==> config.mk <==
export PLATFORM = sky130hd
export DESIGN_NAME = fifo_uart_tx
export DESIGN_NICKNAME = d
export VERILOG_FILES = /design/src/rtl/uart_pkg.sv /design/src/rtl/uart_baud_counter.sv /design/src/rtl/fifo_uart_tx.sv
export SDC_FILE = /design/constraint.sdc
export NUM_CORES = 1
export LEC_CHECK = 0
export BUFFER_PORTS_ARGS = -buffer_cell sky130_fd_sc_hd__buf_2
export CORE_MARGIN = 1.5
export CORE_UTILIZATION = 40
export CTS_CLUSTER_SIZE = 30
export DETAILED_ROUTE_END_ITERATION = 12
export RECOVER_POWER = 25
export SLEW_MARGIN = 0
export SYNTH_ARGS = -nofsm -noshare
export SYNTH_HDL_FRONTEND = slang
export SYNTH_SLANG_ARGS = --single-unit
==> constraint.sdc <==
create_clock -name clock -period 2.65 [get_ports clock]
set_input_delay 0.3975 -clock clock [delete_from_list [all_inputs] [get_ports clock]]
set_output_delay 0.3975 -clock clock [all_outputs]
set_load 0.05 [all_outputs]
==> src/rtl/uart_pkg.sv <==
// uart_pkg: shared state encoding, line constants and parity helper for the FIFO-draining UART.
package uart_pkg;

    localparam int DATA_BITS = 8;
    localparam logic UART_IDLE_LEVEL = 1'b1;

    typedef enum logic [2:0] {
        IDLE   = 3'd0,
        FETCH  = 3'd1,
        LOAD   = 3'd2,
        START  = 3'd3,
        DATA   = 3'd4,
        PARITY = 3'd5,
        STOP   = 3'd6
    } state_e;

    function automatic logic even_parity(input logic [DATA_BITS-1:0] d);
        return ^d;
    endfunction

endpackage

==> src/rtl/uart_baud_counter.sv <==
// uart_baud_counter: counts clocks within one UART bit and flags the last and second-to-last cycle.
module uart_baud_counter #(
    parameter int CLKS_PER_BIT = 868
) (
    input  logic clock,
    input  logic reset,
    input  logic clear,
    input  logic enable,
    output logic bit_end,
    output logic bit_pre_end
);

    localparam int W = $clog2(CLKS_PER_BIT);
    localparam logic [W-1:0] LAST = W'(CLKS_PER_BIT - 1);
    localparam logic [W-1:0] PRE  = W'(CLKS_PER_BIT - 2);

    logic [W-1:0] cnt_q, cnt_d;

    always_comb cnt_d = clear ? '0 : !enable ? cnt_q : (cnt_q == LAST) ? '0 : cnt_q + W'(1);

    always_ff @(posedge clock or negedge reset)
        if (!reset) cnt_q <= '0;
        else        cnt_q <= cnt_d;

    // pre_end lets the parent register a pulse that lands on the bit's final cycle
    assign bit_end     = enable && !clear && cnt_q == LAST;
    assign bit_pre_end = enable && !clear && cnt_q == PRE;

endmodule

==> src/rtl/fifo_uart_tx.sv <==
// fifo_uart_tx: pops bytes from an upstream FIFO and serialises each as an 8N1/8E1 UART frame.
module fifo_uart_tx
    import uart_pkg::*;
#(
    parameter int CLKS_PER_BIT = 868,
    parameter bit PARITY_EN    = 1'b0
) (
    input  logic                 clock,
    input  logic                 reset,
    input  logic                 tx_Enable,
    input  logic                 fifo_Empty,
    input  logic [DATA_BITS-1:0] fifo_Data,
    output logic                 read_Enable,
    output logic                 tx_Serial,
    output logic                 tx_Busy,
    output logic                 tx_Done
);

    state_e               state_q, state_d;
    logic [DATA_BITS-1:0] sh_q, sh_d;
    logic                 par_q, par_d;
    logic [2:0]           idx_q, idx_d;
    logic                 rd_q, rd_d;
    logic                 ser_q, ser_d;
    logic                 busy_q, busy_d;
    logic                 done_q, done_d;
    logic                 cnt_clr, cnt_en, bit_end, bit_pre_end;

    assign cnt_clr = state_q == LOAD;
    assign cnt_en  = state_q inside {START, DATA, PARITY, STOP};

    uart_baud_counter #(.CLKS_PER_BIT(CLKS_PER_BIT)) u_baud (
        .clock       (clock),
        .reset       (reset),
        .clear       (cnt_clr),
        .enable      (cnt_en),
        .bit_end     (bit_end),
        .bit_pre_end (bit_pre_end)
    );

    always_comb begin
        state_d = state_q;
        sh_d    = sh_q;
        par_d   = par_q;
        idx_d   = idx_q;
        case (state_q)
            IDLE:    state_d = (tx_Enable && !fifo_Empty) ? FETCH : IDLE;
            FETCH:   state_d = LOAD;
            LOAD: begin
                sh_d    = fifo_Data;
                par_d   = even_parity(fifo_Data);
                idx_d   = '0;
                state_d = START;
            end
            START:   state_d = bit_end ? DATA : START;
            DATA: begin
                if (bit_end) begin
                    sh_d    = sh_q >> 1;
                    idx_d   = idx_q + 3'd1;
                    state_d = (idx_q == 3'd7) ? (PARITY_EN ? PARITY : STOP) : DATA;
                end
            end
            PARITY:  state_d = bit_end ? STOP : PARITY;
            STOP:    state_d = bit_end ? IDLE : STOP;
            default: state_d = IDLE;
        endcase
    end

    // Outputs are decoded from the next state so they change together with it
    always_comb begin
        rd_d   = state_d == FETCH;
        busy_d = state_d != IDLE;
        done_d = state_q == STOP && bit_pre_end;
        ser_d  = state_d == START  ? 1'b0 :
                 state_d == DATA   ? sh_d[0] :
                 state_d == PARITY ? par_q : UART_IDLE_LEVEL;
    end

    always_ff @(posedge clock or negedge reset) begin
        if (!reset) begin
            state_q <= IDLE;
            sh_q    <= '0;
            par_q   <= 1'b0;
            idx_q   <= '0;
            rd_q    <= 1'b0;
            ser_q   <= UART_IDLE_LEVEL;
            busy_q  <= 1'b0;
            done_q  <= 1'b0;
        end else begin
            state_q <= state_d;
            sh_q    <= sh_d;
            par_q   <= par_d;
            idx_q   <= idx_d;
            rd_q    <= rd_d;
            ser_q   <= ser_d;
            busy_q  <= busy_d;
            done_q  <= done_d;
        end
    end

    assign read_Enable = rd_q;
    assign tx_Serial   = ser_q;
    assign tx_Busy     = busy_q;
    assign tx_Done     = done_q;

endmodule
# == Yosys cells after proc, flatten, opt, wreduce, memory -nomap -nowiden ==
# Cells that the tools add are included.
# totals
ff_bits,29
in_bits,12
# classes
n_eq_ne,14
n_addsub,2
n_mux,17
reduce_logical,14
# op_table
operator,n
$mux 10,3
$pmux 3 s7,1
$eq 10x10->1 const B,2
$eq 3x3->1 const B,6
$pmux 8 s2,1
$mux 3,4
$add 10x1->10 const B,1
$eq 3x2->1 const B,3
$mux 8,1
$reduce_xor 8->1,1
$eq 3x1->1 const B,2
$pmux 3 s2,1
$logic_and 1x1->1,5
$mux 1,4
$mux 2,2
$reduce_bool 2->1,2
$reduce_bool 4->1,1
$add 3x1->3 const B,1
$logic_not 3->1,1
$reduce_bool 3->1,1
$logic_not 1->1,2
$ne 2x2->1 const B,1
$reduce_and 2->1,1

# == Longest topological paths before layout ==
# Gate-level depths: netlist of run 1.
# logic_depth
ltp_word,10
depth_mapped,7
depth_no_buf,6

# == Modules after synthesis ==
# From an unflattened synthesis of run 1, not the netlist that was laid out.
# unflattened
cells_unflattened,163
area_unflattened_um2,1602.8
# modules_own_cells
module,seq_area_each_um2,area_each_um2,n_inst,cells_per_inst
fifo_uart_tx,476.7,997.2,1,97
uart_baud_counter,250.2,605.6,1,66

# == Least setup slack after synthesis of run 1 ==
# Ideal clock, no wire load.
# synth_timing
kind,flip-flop to flip-flop
start,register u_baud.cnt_q[2]
end,"register ser_q, in the netlist tx_Serial"
setup_slack_ns,0.498
t_arrival_ns,2.069
t_required_ns,2.566
path_buffers,1
path_stages_with_launch,7
period_less_slack_ns,2.152
path_cell_list,dfrtp_1 > or4b_1 > buf_6 > or4_4 > o22ai_2 > a211oi_1 > a311o_1
# synth_between
elab_chain_len,8
# synth_lines
element,line,text
from (decl),uart_baud_counter.sv:17,"logic [W-1:0] cnt_q, cnt_d;"
from (signal assigned),uart_baud_counter.sv:23,else cnt_q <= cnt_d;
$eq 10x10->1 (*),uart_baud_counter.sv:26,assign bit_end = enable && !clear && cnt_q == LAST;
$logic_and 1x1->1 (*),uart_baud_counter.sv:26,
$mux 2 (tied with other cells),fifo_uart_tx.sv:63,PARITY: state_d = bit_end ? STOP : PARITY;
$pmux 3 s7,fifo_uart_tx.sv:46,case (state_q)
$eq 3x3->1,fifo_uart_tx.sv:76,state_d == PARITY ? par_q : UART_IDLE_LEVEL;
$mux 1,fifo_uart_tx.sv:76,
$mux 1,fifo_uart_tx.sv:75,state_d == DATA ? sh_d[0] :
$mux 1 (*),fifo_uart_tx.sv:74,ser_d = state_d == START ? 1'b0 :
named net ser_d,fifo_uart_tx.sv:24,"logic ser_q, ser_d;"
to (signal assigned),fifo_uart_tx.sv:95,ser_q <= ser_d;
to (decl),fifo_uart_tx.sv:24,
# The timed path passes the listed nets; every way through them passes the cells marked *. The select of a mux whose other input is x is not followed.
# A chain may end at the register's enable or synchronous reset.

# == Worst setup path after layout of run 1 ==
# layout_timing
start,register u_baud.cnt_q[2]
end,"register ser_q, in the netlist tx_Serial"
# layout_between
elab_chain_len,8
# layout_lines
element,line,text
$eq 10x10->1 (*),uart_baud_counter.sv:26,
$logic_and 1x1->1 (*),uart_baud_counter.sv:26,
$mux 2 (tied with other cells),fifo_uart_tx.sv:63,
$pmux 3 s7 (*),fifo_uart_tx.sv:46,
named net state_d[0],fifo_uart_tx.sv:19,"state_e state_q, state_d;"
$eq 3x3->1,fifo_uart_tx.sv:76,
$mux 1,fifo_uart_tx.sv:76,
$mux 1,fifo_uart_tx.sv:75,
$mux 1 (*),fifo_uart_tx.sv:74,
named net ser_d,fifo_uart_tx.sv:24,
# Marked as above.

==> results_dict.tcl, run 1 <==
set metrics [dict create \
    wire_per_inst_um 13.67 \
    die_w_um 66.30 \
    ys_seq_area_share_pct 45.36 \
    fin_crit_ns 2.328 \
    met1_usage_pct 21.01 \
    violations "max-capacitance violations, max-slew violations" \
    fmax_mhz 429.5 \
    synth_cell_types 43 \
    rsz0062_at_grt "no" \
    drt_iter0_markers 44 \
    hpwl_um 2283 \
    whs_ns 0.3654 \
    cts.sinks 29 \
    ioPinCount 16 \
    ctsHtreeMaxLevel 2 \
    synthTopCellsByCount "dfrtp_1 (28), nand2_1 (25), o21ai_1 (18)" \
    synthArstFlopShare_pct 100.0 \
    num_antenna_cells 0 \
    synth_edf_count 0 \
    fin_cells 236 \
    drive_gt1_share_pct 18.62 \
    drt_pre_antenna_iters 4 \
    clk_pin_slew_ns 0.06 \
    syn_inst 167 \
    cap_violations 1 \
    setup_violations 0 \
    antenna_found_initial 0 \
    gr-max-usage-layer "met2" \
    grt_overflow_total 0 \
    port_buffers 15 \
    start_util_pct 42.81 \
    routed_wl_um 3227 \
    syn_to_final_growth_pct 14.83 \
    drv_slew 30 \
    power.density_nw_per_um2 496.3 \
    gp_congestion 0.8467 \
    synth.cell_area_um2 1603 \
    grt_use_met2_pct 29.50 \
    cts_buffers 5 \
    num_vias 1311 \
    synth.area.top_cells "dfrtp_1 (44%), nand2_1 (5.9%), o21ai_1 (5.6%)" \
    via_per_inst 5.555 \
    core_area_um2 3744 \
    post_cts_buffers 0 \
    first_global_vias 1324 \
    final_hold_viol_count 0 \
    tns_ns 0 \
    required_ns 2.85 \
    synth_nets 183 \
    grt_util_met3_pct 6.133 \
    fp.dieH_um 66.30 \
    synth_flop_cell "dfrtp_1" \
    yosysTopAreaCell "dfrtp_1" \
    p_leak_nw 0.8032 \
    cts_resized 0 \
    max-vdd-ir-drop_mv 0.2236 \
    grt_pass1_wl_um 5892 \
    grt_usage_pct 17.85 \
    synth_warnings 0 \
    drtAntennaViolNets 0 \
    dp.cells 228 \
    end_kind "register" \
    grt_max_degree 30 \
    die-area_um2 4396 \
    worstHoldPathType "primary input to register" \
    fin_skew_ns 0.004569 \
    cp_data_arrival_time_ns 2.53 \
    rows 22 \
    drc 0 \
    critPathLaunchType "register" \
    hold_buffers 0 \
    synth-seq-cells 29 \
    cts.path.max_buffers 2 \
    synth.most_common_cell "dfrtp_1" \
    status "complete, but fails checks" \
    cts_tree "yes" \
    clock_latency_ns 0.28 \
    synth_top_area_share_pct 43.72 \
    final.period_utilization_pct 87.86 \
    avgSynthCellArea_um2 9.598 \
    finalNetCount 203 \
    relSlewSlack_pct -3.493 \
    crit_type "register to register" \
    tightestPinTransition_ns 1.552 \
    crit_fanout 8 \
    root_buffer "clkbuf_8" \
]
## placed cells by master, fill, tap and decap left out, types with 2 or more instances in the layout
master,count
dfrtp_1,28
nand2_1,25
o21ai_1,18
buf_2,14
xnor2_1,9
nor2_1,8
clkbuf_8,7
inv_1,6
o31ai_1,6
a22oi_1,6
a21oi_1,5
nand3_1,5
nand2b_1,5
buf_4,5
nor2b_1,4
ha_1,4
and3_1,3
nor3_1,2
nor4_1,2
a32oi_1,2
## critical path: stages (launching register included)
cell      delay, ns
dfrtp_1        0.42
or4b_1         0.73
o31ai_1        0.54
o311ai_4       0.19
a311o_1        0.38
## where the power goes
part	switching, mW	internal (mW)	leakage (nW)
clock	0.165	0.234	0.0542
sequential	0.00757	0.455	0.342
combinational	0.0278	0.0235	0.407
## routing by layer
layer	vias to the layer above	wire (um)
li1	645	-
met1	634	1523
met2	25	1486
met3	7	129
met4	0	87
met5	-	0
## per-stage QoR
step	power (mW)	area (um^2)	setup slack, ns	util (%)
final	0.9134	1841	0.3217	49.16
after global routing	0.9605	1841	0.1920	49.16
after CTS	0.9313	1842	0.3245	49.20
after detailed placement	0.5241	1740	0.3351	46.49
after global placement	0.5222	1740	0.3708	46.49
after floorplan	0.4975	1603	0.4975	-
## flip-flops by register name (all words and copies together), names as in the netlist
name / cells
u_baud.cnt_q: 10
sh_q: 8
idx_q: 3
state_q: 3
par_q: 1
read_Enable: 1
tx_Busy: 1
tx_Done: 1
tx_Serial: 1
## cells by family (layout without fill, tap and decap cells)
group                      after synthesis  after routing  synth area share (%)
AOI/OAI and AO/OA                       50             50                 22.41
xor gates and xnor gates                 9              9                 4.918
adders and majority gates                4              4                 3.123
buffers and inverters                   13             34                 3.590
DFF                                     29             29                 45.36
and+or+nand+nor                         62             62                 20.61
## final timing paths
kind	from	end	slack (ns)	depth (start not counted)
worst max-delay path	u_baud.cnt_q[2]$_DFFE_PN0P_	tx_Serial$_DFF_PN1_	0.32	4
worst min-delay path	fifo_Data[7]	sh_q[7]$_DFFE_PN0P_	0.37	3
worst max register to register	u_baud.cnt_q[2]$_DFFE_PN0P_	tx_Serial$_DFF_PN1_	0.32	4
worst min register to register	sh_q[6]$_DFFE_PN0P_	sh_q[6]$_DFFE_PN0P_	0.48	2
max in group asynchronous	reset	idx_q[2]$_DFFE_PN0P_	1.25	1
min in group asynchronous	reset	read_Enable$_DFF_PN0_	0.49	1
## cell type report
type	count	area (um^2)
clock inverters	1	5.005
repair buffers	20	111.4
multi-input cells	125	818.3
inverters	6	22.52
flip-flops and latches	29	726.9
fillers	378	1903
well taps	48	60.06
clock buffers	7	96.34
Note: power is estimated with default switching activity, not from simulation.
==> inputs of run 2 (changes only) <==
--- a/config.mk
+++ b/config.mk
@@ -5,13 +5,13 @@
 export SDC_FILE = /design/constraint.sdc
 export NUM_CORES = 1
 export LEC_CHECK = 0
-export BUFFER_PORTS_ARGS = -buffer_cell sky130_fd_sc_hd__buf_2
 export CORE_MARGIN = 1.5
 export CORE_UTILIZATION = 40
 export CTS_CLUSTER_SIZE = 30
 export DETAILED_ROUTE_END_ITERATION = 12
+export DONT_BUFFER_PORTS = 1
 export RECOVER_POWER = 25
-export SLEW_MARGIN = 0
+export SLEW_MARGIN = 20
 export SYNTH_ARGS = -nofsm -noshare
 export SYNTH_HDL_FRONTEND = slang
 export SYNTH_SLANG_ARGS = --single-unit
==> results_dict.tcl, run 2 (synthesized netlist as in run 1, its figures left out) <==
set metrics [dict create \
    hold_buffers 2 \
    start_util_pct 42.81 \
    largest_register_ffs 10 \
    end_kind "register" \
    crit_type "register to register" \
    reg2reg_from "u_baud.cnt_q[2]$_DFFE_PN0P_" \
    cts_tree "yes" \
    fill_cells 371 \
    cap_violations 1 \
    final_common_cell "dfrtp_1" \
    worstHoldPathType "primary input to register" \
    crit_fanout 8 \
    gp_congestion 0.7403 \
    fin_skew_ns 0.004573 \
    fin_crit_ns 2.408 \
    via_per_inst 5.724 \
    final_cell_mix "dfrtp_1 (28), nand2_1 (25), o21ai_1 (18)" \
    hpwl_um 2170 \
    fp.dieH_um 66.30 \
    regMostFlops "u_baud.cnt_q" \
    clock_latency_ns 0.28 \
    required_ns 2.85 \
    tightestPinTransition_ns 1.589 \
    fmax_mhz 415.2 \
    drt_iter0_markers 93 \
    hp-start "fifo_Data[7]" \
    reg_top3 "u_baud.cnt_q: 10 flops, sh_q: 8 flops" \
    rows 22 \
    cts.path.max_buffers 2 \
    drv_slew 30 \
    grt_max_degree 30 \
    rsz0062_at_grt "no" \
    root_buffer "clkbuf_8" \
    grt_usage_pct 17.29 \
    seq_area_um2 726.9 \
    multi_input_area_um2 818.3 \
    cp_data_arrival_time_ns 2.61 \
    num_antenna_cells 0 \
    num_vias 1265 \
    drive_gt1_share_pct 10.40 \
    min_to "sh_q[7]$_DFFE_PN0P_" \
    drt_pre_antenna_iters 4 \
    ctsHtreeMaxLevel 2 \
    wire_per_inst_um 14.92 \
    port_buffers 0 \
    hold_path_depth 2 \
    rr_worst_depth 4 \
    post_cts_buffers 0 \
    core_area_um2 3744 \
    clk_pin_slew_ns 0.06 \
    ioPinCount 16 \
    cts.sinks 29 \
    routed_wl_um 3298 \
    final_hold_viol_count 0 \
    setup_violations 0 \
    finalNetCount 189 \
    p_leak_nw 0.7349 \
    max-vdd-ir-drop_mv 0.2289 \
    tns_ns 0 \
    total_power_mw 0.8672 \
    die-area_um2 4396 \
    die_w_um 66.30 \
    critPathLaunchType "register" \
    relSlewSlack_pct -5.901 \
    antenna_found_initial 0 \
    grt_overflow_total 0 \
    first_global_vias 1219 \
    status "complete, but fails checks" \
    final.period_utilization_pct 90.88 \
    violations "max-capacitance violations, max-slew violations" \
    r2r-end "tx_Serial$_DFF_PN1_" \
    utilization_pct 46.96 \
    syn_to_final_growth_pct 9.680 \
    grt_pass1_wl_um 5754 \
    drc 0 \
    power.density_nw_per_um2 493.3 \
    rrSetupSlack_ns 0.24 \
    drtAntennaViolNets 0 \
    cts_resized 0 \
    cts_buffers 5 \
]
## run 2: cell count changes in the layout (fill, tap and decap cells not counted), sizes merged
cell,delta
dlygate4sd3,+1
buf,-15
clkinv,-1
## run 2: routing by layer
| metal | up-vias | wire length (um) | part of all wire [%] | global-route usage [%] |
|---|---|---|---|---|
| met2 | 24 | 1543 | 47 | 27.38 |
| met3 | 7 | 155 | 4.7 | 5.281 |
| met1 | 621 | 1542 | 47 | 21.79 |
| met4 | 0 | 57 | 1.7 | 7.143 |
| li1 | 613 | - | - | - |
| met5 | - | 0 | 0 | 0 |
## run 2: where the power goes
part / internal [mW] / switching (mW) / total (mW)
logic: 0.0195 / 0.0235 / 0.0430
clock network: 0.205 / 0.156 / 0.362
registers: 0.456 / 0.00700 / 0.463
## run 2: worst max-delay path by stage
stage	cells past startpoint	to	from	slack (ns)
floorplan	6	tx_Serial$_DFF_PN1_	u_baud.cnt_q[2]$_DFFE_PN0P_	0.50
global placement	5	tx_Serial$_DFF_PN1_	u_baud.cnt_q[2]$_DFFE_PN0P_	0.36
detailed placement	5	tx_Serial$_DFF_PN1_	u_baud.cnt_q[2]$_DFFE_PN0P_	0.34
CTS	5	tx_Serial$_DFF_PN1_	u_baud.cnt_q[2]$_DFFE_PN0P_	0.32
global route	4	tx_Serial$_DFF_PN1_	u_baud.cnt_q[2]$_DFFE_PN0P_	0.14
finish	4	tx_Serial$_DFF_PN1_	u_baud.cnt_q[2]$_DFFE_PN0P_	0.24
## run 2: per-stage QoR
step | worst slack, ns | instance area [um^2] | hold slack, ns | std cells
3_5_place_dp | 0.3423 | 1658 | 0.1026 | 212
4_1_cts | 0.3179 | 1774 | 0.2511 | 221
3_3_place_gp | 0.3605 | 1658 | 0.1025 | 212
6_report | 0.2417 | 1758 | 0.2584 | 221
2_1_floorplan | 0.4975 | 1603 | 0.1019 | 167
5_1_grt | 0.1433 | 1758 | 0.2685 | 221
## run 2: final cells by class
class | instances | share of cell area [%]
clock buffers | 7 | 4.911
well taps | 48 | 3.416
flip-flops and latches | 29 | 41.35
multi-input cells | 125 | 46.55
repair buffers | 6 | 2.491
inverters | 6 | 1.281
## run 2: critical path, cell delays in order, from the launching register on
cell and delay (ns):
dfrtp_1 0.43, or4b_1 0.73, o31ai_1 0.57, o311ai_4 0.21, a311o_1 0.39
